$ cat src/rtl/branch_pc_sequencer.sv
// ============================================================================
// Module      : branch_pc_sequencer
// Description : PC sequencer with a runtime-programmable 4-entry branch table
//               and a saturating instruction counter.
// Revision    : 1.0 - initial release
// ============================================================================
`default_nettype none

module branch_pc_sequencer #(
    parameter int                  PC_W     = 8,
    parameter logic [PC_W-1:0]     START_PC = '0,
    parameter logic [4*PC_W-1:0]   TGT_INIT = 32'h30_20_10_08,
    parameter int                  CNT_W    = 16
) (
    input  logic             clk,
    input  logic             reset,
    input  logic             start,
    input  logic             stall,
    input  logic             branch_en,
    input  logic [1:0]       branch_sel,
    input  logic             halt_req,
    input  logic             cfg_valid,
    input  logic [1:0]       cfg_idx,
    input  logic [PC_W-1:0]  cfg_data,
    output logic             cfg_ready,
    output logic [PC_W-1:0]  pc,
    output logic             running,
    output logic             done,
    output logic [CNT_W-1:0] instr_count
);

    typedef enum logic [1:0] {
        S_IDLE = 2'd0,
        S_RUN  = 2'd1,
        S_DONE = 2'd2
    } state_t;

    localparam logic [PC_W-1:0]  c_PC_ONE  = {{(PC_W-1){1'b0}}, 1'b1};
    localparam logic [CNT_W-1:0] c_CNT_ONE = {{(CNT_W-1){1'b0}}, 1'b1};

    state_t           r_state;
    state_t           w_state_nxt;
    logic [PC_W-1:0]  r_pc;
    logic [PC_W-1:0]  w_pc_nxt;
    logic [CNT_W-1:0] r_cnt;
    logic [CNT_W-1:0] w_cnt_nxt;
    logic [CNT_W-1:0] w_cnt_inc;
    logic [PC_W-1:0]  r_tbl [4];
    logic [PC_W-1:0]  w_tgt;
    logic             w_cfg_ready;
    logic             w_cfg_wr;

    assign w_cfg_ready = (r_state != S_RUN);
    assign w_cfg_wr    = cfg_valid & w_cfg_ready;
    assign w_tgt       = r_tbl[branch_sel];
    assign w_cnt_inc   = (&r_cnt) ? r_cnt : (r_cnt + c_CNT_ONE);

    always_ff @(posedge clk or posedge reset) begin
        if (reset) begin
            r_state <= S_IDLE;
            r_pc    <= START_PC;
            r_cnt   <= '0;
        end else begin
            r_state <= w_state_nxt;
            r_pc    <= w_pc_nxt;
            r_cnt   <= w_cnt_nxt;
        end
    end

    // Writes are only accepted outside RUN, so a branch never races a write.
    always_ff @(posedge clk or posedge reset) begin
        if (reset) begin
            for (int i = 0; i < 4; i++) begin
                r_tbl[i] <= TGT_INIT[i*PC_W +: PC_W];
            end
        end else if (w_cfg_wr) begin
            r_tbl[cfg_idx] <= cfg_data;
        end
    end

    always_comb begin
        w_state_nxt = r_state;
        w_pc_nxt    = r_pc;
        w_cnt_nxt   = r_cnt;
        case (r_state)
            S_IDLE, S_DONE: begin
                if (start) begin
                    w_state_nxt = S_RUN;
                    w_pc_nxt    = START_PC;
                    w_cnt_nxt   = '0;
                end
            end
            S_RUN: begin
                if (!stall) begin
                    w_cnt_nxt = w_cnt_inc;
                    if (halt_req) begin
                        w_state_nxt = S_DONE;
                    end else if (branch_en) begin
                        w_pc_nxt = w_tgt;
                    end else begin
                        w_pc_nxt = r_pc + c_PC_ONE;
                    end
                end
            end
            default: begin
                w_state_nxt = S_IDLE;
            end
        endcase
    end

    assign cfg_ready   = w_cfg_ready;
    assign pc          = r_pc;
    assign running     = (r_state == S_RUN);
    assign done        = (r_state == S_DONE);
    assign instr_count = r_cnt;

endmodule

`default_nettype wire

$ cat config.mk
export PLATFORM = sky130hd
export DESIGN_NAME = branch_pc_sequencer
export DESIGN_NICKNAME = d
export VERILOG_FILES = /design/src/rtl/branch_pc_sequencer.sv
export SDC_FILE = /design/constraint.sdc
export NUM_CORES = 1
export LEC_CHECK = 0
export ABC_CLOCK_PERIOD_IN_PS = 2500
export BUFFER_PORTS_ARGS = -buffer_cell sky130_fd_sc_hd__buf_2
export CORE_MARGIN = 2
export CORE_UTILIZATION = 56
export CTS_BUF_LIST = sky130_fd_sc_hd__clkbuf_16
export DETAILED_ROUTE_END_ITERATION = 8
export PLACE_DENSITY_LB_ADDON = 0.12
export RECOVER_POWER = 50
export SETUP_SLACK_MARGIN = 0.3
export SYNTH_ARGS = -nofsm -noshare
export SYNTH_HDL_FRONTEND = slang
export SYNTH_SLANG_ARGS = --single-unit
$ cat constraint.sdc
create_clock -name clk -period 2.5 [get_ports clk]
set_input_delay 0.5 -clock clk [delete_from_list [all_inputs] [get_ports clk]]
set_output_delay 0.5 -clock clk [all_outputs]
set_load 0.05 [all_outputs]
==> impl_metrics.toml <==
[critical_path]
cp.arrival_ns = 1.72
cpMaxStageDelayCell = "dfrtp_1"
slowest_delay_ns = 0.39
worstPathCellList = "nand2b_1, inv_1, buf_2"
path_class = "reg -> out"
worstSetupStartpointType = "register"
worstPathMaxFanout = 12
critPathCaptureType = "output port"
required_ns = 2.00

[grt]
antenna_found_initial = 0
met2_usage = 0.358
grt-ovfl-total = 0
met1_usage = 0.352
grt_max_degree = 25
grt_pass1_vias = 2215
grt_pass1_wl_um = 11100
grt_usage = 0.242
busiest_layer = "met2"
gr-usage-met3 = 0.0367

[cells_and_area]
drive_gt1_frac = 0.323
final_core_util = 0.697
num-nets-final = 329
final_cells = 383
layout-area-overhead-vs-synth_pct = 20.4
diodes = 0

[die]
die_area_sq_um = 5840
die_w_um = 76.4
core_area_sq_um = 5070
ios = 46
rows = 26
initial_core_util = 0.579
fp.dieH_um = 76.4

[power_and_ir_drop]
p_sw_uw = 1410
leakage_uw = 0.00154
switching_share = 0.344
ir_drop_mv = 0.735
cellPowerDensity_nw_per_um2 = 1160
pwr-share-seq = 0.375
comb_power_share = 0.315
internal_power_uw = 2690
pwr-share-clk = 0.310

[cts]
cts_resized = 1
numCtsBuffers = 9
cts_sinks = 58
h-tree-depth = 3
cts_tree = "yes"
post_cts_buffers = 0
clkLatencyLatePin_ns = 0.32
cts_max_path_buffers = 2
clk_pin_slew_worst_paths_ns = 0.05
ctsHoldBuffers = 0
root_buffer = "clkbuf_16"

[sta]
fmax_ghz = 0.451
hold_violations = 0
holdWs_ns = 0.212
min_period_over_period = 0.886
setup_violations = 0
worstMarginPinSlew_ns = 1.23
slew-limit-headroom = 0.178
layout_min_cycle_time_ns = 2.22
finalSetupTns_ns = 0
rsz0062_at_grt = "no"
finClkSkew_ns = 0.00448
maxSlewViolCount = 0

[worst_hold_path]
min_path_type = "in -> async"

[yosys]
synth_top_area_frac = 0.451
synth.ff_latch_count = 58
yosysWarnings = 0
synth_top_area_cell = "dfrtp_1"
syn_area_sq_um = 2940
netlist_top_cells_area = "dfrtp_1 (45%), mux2_2 (12%), mux4_2 (6.1%), dfstp_2 (4.5%), mux2i_1 (2.7%)"
netlist_instances = 256
seq_area_frac_synth = 0.496
synthesis.nets = 277
yosysUniqueCellTypes = 45
syn_area_per_cell_sq_um = 11.5

[route]
postRouteAntennaNets = 0
wl_um = 6540
firstDrtPassIters = 4
vias = 2334
drc = 0
viasPerCell = 6.09
avgRoutedWirePerCell_um = 17.1
drtIter0Drc = 199

[place]
place_inst = 367
dpl.hpwl_um = 4450
gp_congestion = 0.861
place.port_buffers = 45

[run_status]
status = "finished, final reports clean"

[run]
drv_cap = 0
## cell usage after synthesis
cell type	count
o311ai_0	2
nand3_1	13
a22oi_1	1
o31ai_1	2
and2_1	1
nor3_1	10
o41a_1	1
or2_2	1
o21ai_1	2
buf_1	1
mux4_2	8
nand2_1	15
o21a_1	4
o211ai_1	1
mux2_2	32
buf_6	1
nand4_1	7
a41oi_1	1
inv_1	11
and3_1	2
nor3_2	1
dfstp_2	5
nand4_2	1
o41ai_1	2
or4_4	1
o21ai_0	15
o31a_1	1
a211oi_1	1
nor3b_1	1
nand4b_1	2
mux2i_1	8
nor2b_1	2
a22o_1	3
nand2b_1	4
a31oi_1	3
ha_1	2
dfrtp_1	53
a311oi_1	2
nor2_1	7
clkbuf_1	6
or3_1	2
or4b_1	1
buf_2	2
nor4_1	5
a21oi_1	10
## final timing paths
check / start / to / slack [ns] / cells past startpoint
max reg2reg: instr_count[0]$_DFFE_PP0P_ / instr_count[6]$_DFFE_PP0P_ / 0.41 / 5
max: r_state[1]$_DFFE_PP0P_ / running / 0.28 / 3
min in group clk: cfg_data[6] / r_tbl[22]$_DFFE_PP0P_ / 0.46 / 2
max in group asynchronous: reset / r_tbl[29]$_DFFE_PP0P_ / 0.77 / 3
min reg2reg: r_tbl[9]$_DFFE_PP0P_ / r_tbl[9]$_DFFE_PP0P_ / 0.50 / 1
min: reset / instr_count[13]$_DFFE_PP0P_ / 0.21 / 2
## layout make-up
cell class	instances	area, sq um
clock inverters	7	85.1
inverters	11	41.3
repair buffers	51	249
flip-flops and latches	58	1460
multi-input cells	177	1390
fillers	370	1540
clock buffers	9	225
well taps	70	87.6
## metrics by stage
step	total power [uW]	setup slack (ns)	instance area [sq um]
2_1_floorplan	2500	0.348	2940
3_3_place_gp	2800	0.595	3250
3_5_place_dp	2840	0.550	3250
4_1_cts	4120	0.374	3560
5_1_grt	4320	0.193	3540
6_report	4100	0.285	3540
## power by group through the flow
stage | clock network, uW | registers (uW) | logic (uW)
2_1_floorplan | 0 | 1710 | 792
3_3_place_gp | 0 | 1520 | 1270
3_5_place_dp | 0 | 1540 | 1300
4_1_cts | 1290 | 1530 | 1310
5_1_grt | 1330 | 1580 | 1410
6_report | 1270 | 1540 | 1290
## registers in the layout (all words and copies together) (netlist names)
name         cells
pc               8
r_state          2
instr_count     16
r_tbl           32
## per-layer routing
metal,vias to the layer above,part of all wire
met5,-,0
met4,0,0.019
met3,12,0.057
met2,85,0.44
met1,1155,0.48
li1,1082,-
## logic make-up after synthesis
group,after synthesis,synth area share
buf+inv,21,0.0302
fa+ha+maj,2,0.00852
mux,48,0.211
flops,58,0.496
compound gates,51,0.112
simple gates,76,0.142
## worst max-delay path, delay by kind of cell (launching register included)
kind | cells | cell delay (ns)
simple gates | 1 | 0.36
buf+inv | 2 | 0.64
flops | 1 | 0.39
## layout by cell type (no fill, tap or decap), types with 7 or more instances in the layout
cell type and count:
inv_1 12, buf_2 34, mux2_2 32, nand2_1 15
o21ai_0 15, nand3_1 13, a21oi_1 10, mux4_2 8
clkbuf_16 9, dfrtp_1 53, mux2i_1 8, nor2_1 7
clkbuf_1 13, nor3_1 10, nand4_1 7
(Power assumes the default switching activity.)
